[src/rtl/input_conditioner.sv]
// input_conditioner: four-channel switch front end.
// Each raw input is passed through a two-flop synchronizer and then a
// per-channel debounce counter. a/b/c/d are the registered stable levels.
// Optional feature macro: INPUT_CONDITIONER_EDGE_EN adds registered
// one-cycle rise/fall pulses per channel.
module input_conditioner #(
    parameter  int unsigned DEBOUNCE_CYCLES = 500000,
    localparam int unsigned CNT_W           = $clog2(DEBOUNCE_CYCLES + 1)
) (
    input  logic       clock,
    input  logic       reset_n,
    input  logic [3:0] sw_in,
    output logic       a,
    output logic       b,
    output logic       c,
    output logic       d
`ifdef INPUT_CONDITIONER_EDGE_EN
    ,
    output logic [3:0] rise,
    output logic [3:0] fall
`endif
);

    // Terminal count: the stable level commits on the edge where the
    // counter already holds DEBOUNCE_CYCLES-1, so the counter never wraps.
    localparam logic [CNT_W-1:0] CNT_MAX = CNT_W'(DEBOUNCE_CYCLES - 1);

    logic [3:0]       r_sync1;
    logic [3:0]       r_sync2;
    logic [3:0]       r_stable;
    logic [CNT_W-1:0] r_cnt [4];

    logic [3:0]       w_stable_next;
    logic [CNT_W-1:0] w_cnt_next [4];

    // Two-flop synchronizer per channel
    always_ff @(posedge clock or negedge reset_n) begin
        if (!reset_n) begin
            r_sync1 <= '0;
            r_sync2 <= '0;
        end else begin
            r_sync1 <= sw_in;
            r_sync2 <= r_sync1;
        end
    end

    // Debounce decision: a matching sample clears the count, a mismatch
    // counts up until the window expires and the stable level commits
    always_comb begin
        w_stable_next = r_stable;
        for (int unsigned i = 0; i < 4; i++) begin
            w_cnt_next[i] = '0;
            if (r_sync2[i] != r_stable[i]) begin
                if (r_cnt[i] == CNT_MAX) begin
                    w_stable_next[i] = r_sync2[i];
                end else begin
                    w_cnt_next[i] = r_cnt[i] + CNT_W'(1);
                end
            end
        end
    end

    // Counter and stable-level registers
    always_ff @(posedge clock or negedge reset_n) begin
        if (!reset_n) begin
            r_stable <= '0;
            for (int unsigned i = 0; i < 4; i++) begin
                r_cnt[i] <= '0;
            end
        end else begin
            r_stable <= w_stable_next;
            for (int unsigned i = 0; i < 4; i++) begin
                r_cnt[i] <= w_cnt_next[i];
            end
        end
    end

    assign a = r_stable[0];
    assign b = r_stable[1];
    assign c = r_stable[2];
    assign d = r_stable[3];

`ifdef INPUT_CONDITIONER_EDGE_EN
    logic [3:0] r_rise;
    logic [3:0] r_fall;

    // Edge pulses registered on the same edge the stable level changes
    always_ff @(posedge clock or negedge reset_n) begin
        if (!reset_n) begin
            r_rise <= '0;
            r_fall <= '0;
        end else begin
            r_rise <= w_stable_next & ~r_stable;
            r_fall <= ~w_stable_next & r_stable;
        end
    end

    assign rise = r_rise;
    assign fall = r_fall;
`endif

endmodule

[config.mk]
export PLATFORM = sky130hd
export DESIGN_NAME = input_conditioner
export DESIGN_NICKNAME = d
export VERILOG_FILES = /design/src/rtl/input_conditioner.sv
export SDC_FILE = /design/constraint.sdc
export NUM_CORES = 1
export LEC_CHECK = 0
export CAP_MARGIN = 10
export CELL_PAD_IN_SITES_DETAIL_PLACEMENT = 1
export CELL_PAD_IN_SITES_GLOBAL_PLACEMENT = 2
export CORE_UTILIZATION = 40
export CTS_CLUSTER_SIZE = 8
export DETAILED_ROUTE_END_ITERATION = 7
export HOLD_SLACK_MARGIN = 0.05
export PLACE_DENSITY_LB_ADDON = 0.3
export SYNTH_ARGS = -nofsm -noshare
export SYNTH_HDL_FRONTEND = slang
export SYNTH_SLANG_ARGS = --single-unit
[constraint.sdc]
create_clock -name clock -period 2.45 [get_ports clock]
set_input_delay 0.245 -clock clock [delete_from_list [all_inputs] [get_ports clock]]
set_output_delay 0.245 -clock clock [all_outputs]
set_load 0.05 [all_outputs]
; Yosys cells after proc, flatten, opt, wreduce, memory -nomap -nowiden
; Cells that the tools add are included.
; Widths: inputs -> output; s select.
[word_totals]
regBits = 88
in_bits = 6
out_inout_bits = 4
wordCells = 34
[op_classes]
add_sub_neg = 4
eq_ne = 8
muxes = 8
reduce_logical = 4
[ops]
columns = operator, n
row1 = $mux 19, 8
row2 = $add 19x1->19 const B, 4
row3 = $eq 19x19->1 const B, 4
row4 = $reduce_and 2->1, 4
row5 = $ne 1x1->1, 4

; Depth between registers and ports, before layout
; Gate-level depths: netlist (run 1).
[logic_depth]
depth_word = 3
mapped_depth = 7
ltp_nobuf = 5

; Least setup slack after synthesis (run 1)
; No wires, ideal clock.
[synth_path]
path_kind = register to register
start = register r_cnt[31] (netlist name)
end = register r_stable[2]
setup_time_ns = 0.125
arrival_ns = 1.881
required_ns = 2.325
slack_ns = 0.444
path_stages_with_launch = 5
n_path_buf = 0
synth_period_minus_slack_ns = 2.006
cell_sequence = dfrtp_1 -> or4b_1 -> or4_4 -> nor2_1 -> mux2_2
[synth_via]
elab_chain_cells = 2
[synth_rtl]
columns = element, line_no
row1 = from (decl), 31  ; logic [CNT_W-1:0] r_cnt [4];
row2 = "from (signal, indexed assignment)", 73  ; r_cnt[i] <= w_cnt_next[i];
row3 = $eq 19x19->1, 54  ; if (r_cnt[i] == CNT_MAX) begin
row4 = $reduce_and 2->1 (no source line), -
row5 = to (signal assigned), 71  ; r_stable <= w_stable_next;
row6 = to (decl), 30  ; logic [3:0] r_stable;
; Every way passes these cells.
; A chain may end at the register's enable or synchronous reset.

==> results by stage, run 1 <==
Power and ir drop:
- Of the total power, combinational logic draws 4.1%.
- The switching part of the total power is 22.1%.
- Cell internal power was estimated by the tool at 0.00206 W.
- The maximum vdd drop is 0.000306 V.
- The clock network accounts for 39.4% of the total power.
- The cell area power density is 560 mW/mm2.
- The net switching component of the power is 0.000586 W.
- The sequential power share is 56.5%.
- In this run the static leakage power is 1.82 nW.
- Power comes to 0.00265 W.

Routing:
- Across all layers, the routed design uses 3127 vias.
- In the routed design, unresolved DRC markers number 0.
- The average wire length per cell after detail routing is 15.2 um.
- The first TritonRoute pass finished after 4 iterations.
- Using the TritonRoute via totals, the vias-per-cell ratio works out to 5.39.
- In this run the remaining antenna-violating nets after routing total 0.
- Summed over all layers, the routed wires come to 8840 um.
- The detailed router finished its first iteration with 108 violations.

Die:
- The die outline width is 105 um.
- The die is 105 um tall.
- The die area is 0.0110 mm2.
- The floorplan row count is 37.
- Once the floorplan was initialized, standard cells occupied 41.2% of the core.
- The floorplan step defined a core boundary enclosing 0.0103 mm2.
- During I/O placement, the number of pins put on the boundary was 10.

Synthesis:
- The synthesized instance count is 422.
- Averaged over all synthesized cells, the footprint is 10.0 um2.
- After synthesis, flip-flops and latches occupy 52.0% of the total area.
- The number of different library cells in the post-synthesis netlist is 38.
- The number of warnings reported in the yosys synthesis log is 0.
- The net count after synthesis is 432.
- The cell area that synthesis handed to floorplanning was 0.00424 mm2.
- The synthesized flop and latch total is 88.

Timing:
- Based on the critical path, the design can be clocked at up to 0.457 GHz.
- Setup violations remaining at the end of the flow were counted as 0.
- Of the available clock period, the critical path in the final layout requires 89.4%.
- In the final timing run, aggregate negative setup slack is 0 ps.
- The count of final max-slew check failures is 0.
- Setup repair after global routing left no endpoint under its margin.
- The clock skew after layout is 5.85 ps.
- The number of endpoints with negative hold slack in the final report is 0.
- For the pin with the worst max-slew slack, the measured transition is 590 ps.
- The worst slew slack as a fraction of its limit is 60.7%.
- The clock period minus final worst setup slack is 2190 ps.
- The worst hold-check slack is 323 ps.

Finish:
- The multi-input logic area is 0.00192 mm2.
- The synthesis-to-layout area growth is 11.5%.
- In the layout the commonest cells are dfrtp_1, nor2_1, xnor2_1.
- The count of fill cells added during filler insertion is 1171.
- The count of inserted antenna diode cells is 0.
- The final core area utilization is 45.9%.
- The fraction of final layout cells sized beyond drive strength 1 is 8.56%.
- The net total in the final layout is 450.
- The library cell used most frequently in the layout, excluding fill and tap cells, is dfrtp_1.
- The register cell area after layout is 0.00220 mm2.

Clock tree:
- The clock slew at the register clock pins of the worst setup and hold paths is 80 ps.
- The number of sinks on the clock net is 88.
- The deepest clock path buffer count is 2.
- Counting the buffers created by CTS gives 9.
- The post-CTS resize count is 0.
- The clock tree from TritonCTS is done.
- In this run the clock root is driven by a clkbuf_8.
- Clock latency on the worst-skew pair, taken at its later pin, is 350 ps.
- The maximum level of the CTS H-tree is 3.

Global route:
- The number of antenna violations at the first check in global routing came to 0.
- The via count of the first global-routing pass is 3405.
- The global-route wire length before repair is 15900 um.
- Global routing consumed, over all layers together, 17.9% of the routing resources.
- The global route total overflow is 0.
- Entering global routing, the biggest net connects 46 pins.

Critical path:
- The worst-case reg-to-reg path depth is 4.
- Data arrives at the worst endpoint at 2410 ps.
- The worst reg-to-reg setup slack is 260 ps.
- Of all nets on the critical path, the largest fanout is 18.
- The worst register-to-register path begins at r_cnt[11].
- The worst setup path is of the reg2reg kind.
- At the worst endpoint, the required time is 2670 ps.
- STA classifies the critical path startpoint as a register.
- The end of the worst register-to-register path is r_cnt[0].
- STA classifies the critical path endpoint as a register.

Worst hold path:
- The startpoint of the lowest-slack hold path is sw_in[2].
- Along the worst hold path, the cell count comes to 1.
- The path class of the tightest hold or removal check is in2reg.
- For hold timing, the worst endpoint is r_sync1[2].

Status:
- The run finished with clean final reports.

Placed design:
- The total of buffers placed on input and output ports is 9.
- The weighted congestion reported at the end of routability-driven placement is 0.763.
- The half-perimeter wire length after placement is 6120 um.

Job:
- Across the run, the number of max-cap violations was 0.
==> how the worst max path moves through the flow <==
stage / start / to / slack [ps]
finish: r_cnt[11] / r_cnt[0] / 260
global route: r_cnt[47] / r_cnt[51] / 130
CTS: r_cnt[11] / r_cnt[8] / 240
detailed placement: r_cnt[47] / r_cnt[41] / 250
global placement: r_cnt[47] / r_cnt[50] / 290
floorplan: r_cnt[31] / r_stable[2] / 440
==> power by group through the flow <==
stage | Clock (W) | Sequential (W) | Combinational [W]
2_1_floorplan | 0 | 0.00152 | 0.0000530
3_3_place_gp | 0 | 0.00152 | 0.000109
3_5_place_dp | 0 | 0.00152 | 0.000111
4_1_cts | 0.00109 | 0.00150 | 0.000114
5_1_grt | 0.00115 | 0.00150 | 0.000125
6_report | 0.00104 | 0.00149 | 0.000107
==> critical path: stages, from the launching register on <==
cell and delay [ps]:
dfrtp_1 450, or4b_1 520, or4_4 540, o21ai_4 420
nor2_1 110
==> metal layers <==
layer	part of all wire (%)	up-vias	global-route usage, %	wire length (um)
met5	0	-	0	0
met3	2.3	8	3.99	200
li1	-	1508	-	-
met4	1.2	0	5.23	104
met2	51	32	31.0	4520
met1	45	1579	22.4	4010
==> cells in the mapped netlist, drive strengths merged <==
cell     number  share of area [%]
a21oi        21                2.5
and2          5               0.74
and3          4               0.59
and4          3               0.65
buf           4               0.92
clkbuf        5               0.44
dfrtp        88                 52
ha            4                1.2
inv          16                1.4
mux2          4                1.1
nand2        26                2.3
nand2b        1               0.15
nand3        24                3.0
nand3b        1               0.18
nand4        16                2.4
nand4bb       1               0.27
nor2         63                5.6
nor3         11                1.3
nor4          8                1.2
nor4bb        1               0.24
o21ai        15                2.6
o31ai         8                1.4
o41ai         1               0.21
or2           3               0.44
or3          16                2.4
or3b          1               0.21
or4          17                3.3
or4b          3               0.71
or4bb         1               0.27
xnor2        36                7.4
xor2         15                3.1
==> metrics by stage <==
step                      worst slack (ps)  area [um2]  instances
after floorplan                        444        4240        422
after global placement                 294        4510        564
after detailed placement               247        4510        564
after CTS                              236        4720        580
after global routing                   128        4720        580
final                                  261        4720        580
==> registers in the layout, indices dropped and copies added (netlist names) <==
register  count
r_sync2       4
r_cnt        76
r_stable      4
r_sync1       4
==> cell families after synthesis <==
group                      Yosys count  share of synthesized area [%]
AOI/OAI and AO/OA                   45                           6.68
DFF                                 88                           52.0
adders and majority gates            4                           1.18
buffers and inverters               25                           2.78
and+or+nand+nor                    205                           25.8
muxes                                4                           1.06
xor gates and xnor gates            51                           10.5
==> what timing repair did <==
| item | 4_1_cts | 5_1_grt |
|---|---|---|
| endpoints found under the setup margin | 0 | 0 |
| hold buffers | 1 | 0 |
| setup buffers | 0 | 0 |
| hold endpoints to repair | 44 | 0 |
==> cell type report <==
| type | instances | area share, % |
|---|---|---|
| timing repair buffer | 16 | 3.55 |
| tap | 136 | 3.60 |
| clock inverter | 2 | 0.795 |
| multi-input combinational | 309 | 40.6 |
| clock buffer | 13 | 3.58 |
| sequential | 88 | 46.6 |
| inverter | 16 | 1.27 |
No activity file was read; power rests on OpenSTA's default activity.
==> run 2: changes to the inputs <==
==> constraint.sdc (replaced) <==
create_clock -name clock -period 2.45 [get_ports clock]
set_input_delay 0.49 -clock clock [delete_from_list [all_inputs] [get_ports clock]]
set_output_delay 0.49 -clock clock [all_outputs]
set_load 0.05 [all_outputs]
==> results by stage, run 2 (synthesis gave the netlist of run 1 again) <==
Finish:
- The net total in the final layout came to 449 (-0.22%).
- The final instance count without filler cells is 580 (unchanged).
- The register with the most flip-flops is r_cnt.
- The synthesis-to-layout area growth is 11.6%.
- The final core area utilization was 46.0% (+0.049 points).
- The count of fill cells added during filler insertion is 1166 (-0.43%).
- The count of inserted antenna diode cells is 0 (unchanged).
- In the layout the commonest cells are dfrtp_1, nor2_1, xnor2_1.
- The fraction of final layout cells sized beyond drive strength 1 is 8.78% (+0.23 points).
- Leaving out fill and tap cells, the most frequent cell in the layout is dfrtp_1.
- The number of flip-flops under the largest register name came to 76 (unchanged).

Power and ir drop:
- The net switching component of the power is 0.000628 W (+7.2%).
- The sequential power share is 55.0% (-1.5 points).
- The switching part of the total power was 23.1% (+0.97 points).
- The leakage power was 1.82 nW (about the same).
- The internal power of the cells came to 0.00209 W (+1.4%).
- The share of power burned in combinational logic is 3.8% (-0.3 points).
- The clock network fraction of design power is 41.1% (+1.7 points).
- The cell area power density was 575 mW/mm2 (+2.5%).
- The maximum vdd drop is 0.000232 V (-24%).

Global route:
- The number of antenna violations at the first check in global routing is 0 (unchanged).
- The global-route wire length before repair came to 15300 um (-4.0%).
- The pin count of the biggest net entering global routing is 46 (unchanged).
- The overall fraction of global-route tracks in use is 17.4% (-0.57 points).
- The global route total overflow is 0 (unchanged).
- The via count of the first global-routing pass was 3250 (-4.6%).

Routing:
- The via density per instance is 5.31 (-1.4%).
- The number of nets with antenna violations after routing is 0 (unchanged).
- The DRC violation total after the first TritonRoute iteration was 94 (-13%).
- The number of vias after detailed routing came to 3082 (-1.4%).
- The post-detailed-route DRC marker count came to 0 (unchanged).
- The average wire length per cell after detail routing is 14.7 um (-3.2%).
- The final wirelength is 8550 um (-3.2%).
- The first-pass detailed-route iteration total is 4 (unchanged).

Timing:
- The worst path setup slack after routing is 234 ps (-27.0 ps).
- The clock skew after layout is 9.69 ps (+3.83 ps).
- The worst slew slack as a fraction of its limit is 61.8% (+1.1 points).
- The sum of negative setup slack is 0 ps (unchanged).
- The setup-violating endpoint count in the final report is 0 (unchanged).
- The measured slew at the worst slew-check pin was 573 ps (-16.6 ps).
- Setup repair after global routing left no endpoint under its margin.
- The fmax came to 0.451 GHz (-1.2%).
- The post-route clock period utilization is 90.5% (+1.1 points).
- The count of final max-slew check failures was 0 (unchanged).
- The number of endpoints with negative hold slack in the final report came to 0 (unchanged).
- The clock period minus final worst setup slack was 2220 ps (+27.0 ps).
- The worst hold-check slack is 119 ps (-204 ps).

Die:
- The number of I/O pins is 10 (unchanged).
- The placeable core region came to 0.0103 mm2 (unchanged).
- The die area was 0.0110 mm2 (unchanged).
- The effective utilization at floorplan was 41.2% (unchanged).
- The floorplan row count came to 37 (unchanged).
- The die outline width was 105 um (unchanged).
- The y dimension of the die is 105 um (unchanged).

Placed design:
- The total of buffers placed on input and output ports came to 9 (unchanged).
- The half-perimeter wire length after placement is 5950 um (-2.9%).
- The weighted congestion reported at the end of routability-driven placement came to 0.738 (-3.3%).
- The number of cells in the design after placement is 564 (unchanged).
- The minimum setup slack after placement came to 240 ps (-6.36 ps).

Clock tree:
- The clock tree from TritonCTS is done.
- The clock slew at the register clock pins of the worst setup and hold paths is 90 ps (about the same).
- The deepest clock path buffer count was 2 (unchanged).
- The post-CTS setup-driven buffer insertion count came to 0 (unchanged).
- The post-CTS resize count came to 0 (unchanged).
- The root cell of the clock tree is clkbuf_8.
- The number of clock buffers inserted by TritonCTS came to 9 (unchanged).
- The number of buffers inserted for hold repair after clock tree synthesis is 0 (-1).
- The maximum level of the CTS H-tree was 3 (unchanged).
- The clock latency of the later-clocked register in the worst-skew pair came to 370 ps (+20 ps).
- The number of sinks on the clock net came to 88 (unchanged).

Critical path:
- The largest driver fanout on the critical path is 18 (unchanged).
- For this design, the slowest cell found on the critical path is or4_1.
- The data arrival time of the worst path was 2450 ps (+40 ps).
- The critical path starts at r_cnt[47].
- The worst-case reg-to-reg path depth is 4 (unchanged).
- The required time of the critical path is 2680 ps (about the same).
- Traced cell by cell, the critical path runs through or4_1 -> or4_4 -> o21ai_4 -> nor2_1.
- The worst setup path is captured at a register.
- STA classifies the critical path startpoint as a register.
- The critical path start-end classification is reg2reg.
- The launch point of the worst reg-to-reg path is r_cnt[47].
- The delay of the slowest cell on the worst path came to 550 ps (about the same).

Worst hold path:
- The type of the most critical hold path is in2async.

Job:
- The max-capacitance violation count is 0 (unchanged).

Status:
- The flow ran to the end, and the final reports show no timing, DRC or antenna violations.
-- run 2: cell count changes in the layout (fill, tap and decap cells not counted), sizes merged --
cell / before / now
bufinv: 1 / 2
clkinv: 0 / 3
dlygate4sd3: 1 / 0
clkbuf: 13 / 10
-- run 2: final timing paths --
check                              end  slack [ps]
setup / recovery             r_cnt[47]         230
hold / removal               r_cnt[15]         120
setup reg to reg             r_cnt[47]         230
hold reg to reg             r_sync2[2]         360
max in group asynchronous  r_stable[2]        1700
min in group clock          r_sync2[2]         360
-- run 2: area by class of cell --
cell class                      count  area, um2  share of cell area (%)
Clock buffer                       10        128                    2.70
Clock inverter                      6       93.8                    1.99
Inverter                           16       60.1                    1.27
Multi-Input combinational cell    309       1920                    40.5
Sequential cell                    88       2200                    46.6
Tap cell                          136        170                    3.60
Timing Repair Buffer               15        158                    3.34
-- run 2: power groups by stage --
stage | registers [W] | logic, W | clock network (W)
global placement | 0.00152 | 0.000107 | 0
floorplan | 0.00152 | 0.0000530 | 0
global route | 0.00150 | 0.000124 | 0.00121
detailed placement | 0.00152 | 0.000109 | 0
finish | 0.00149 | 0.000104 | 0.00112
CTS | 0.00150 | 0.000110 | 0.00116
-- run 2: metrics by stage --
step | cell area [um2] | power [W]
global placement | 4510 | 0.00163
CTS | 4730 | 0.00276
detailed placement | 4510 | 0.00163
finish | 4730 | 0.00272
global route | 4730 | 0.00284
floorplan | 4240 | 0.00157
-- run 2: worst max-delay path, delay by kind of cell (launching register included) --
family | cells | cell delay [ps]
compound gates | 1 | 430
flops | 1 | 430
simple gates | 3 | 1220
-- run 2: routing by layer --
metal	vias to the layer above	GRT usage [%]	routed length (um)
met5	-	0	0
met4	0	6.94	132
met3	11	3.18	160
met2	23	28.2	3990
met1	1532	22.9	4270
li1	1516	-	-
==> run 3: changes to the inputs <==
--- a/constraint.sdc
+++ b/constraint.sdc
@@ -3,2 +3,2 @@
 set_output_delay 0.49 -clock clock [all_outputs]
-set_load 0.05 [all_outputs]
+set_load 0.02 [all_outputs]
==> results of run 3 <==
Final layout, timing and power as in run 2 (identical DEF).
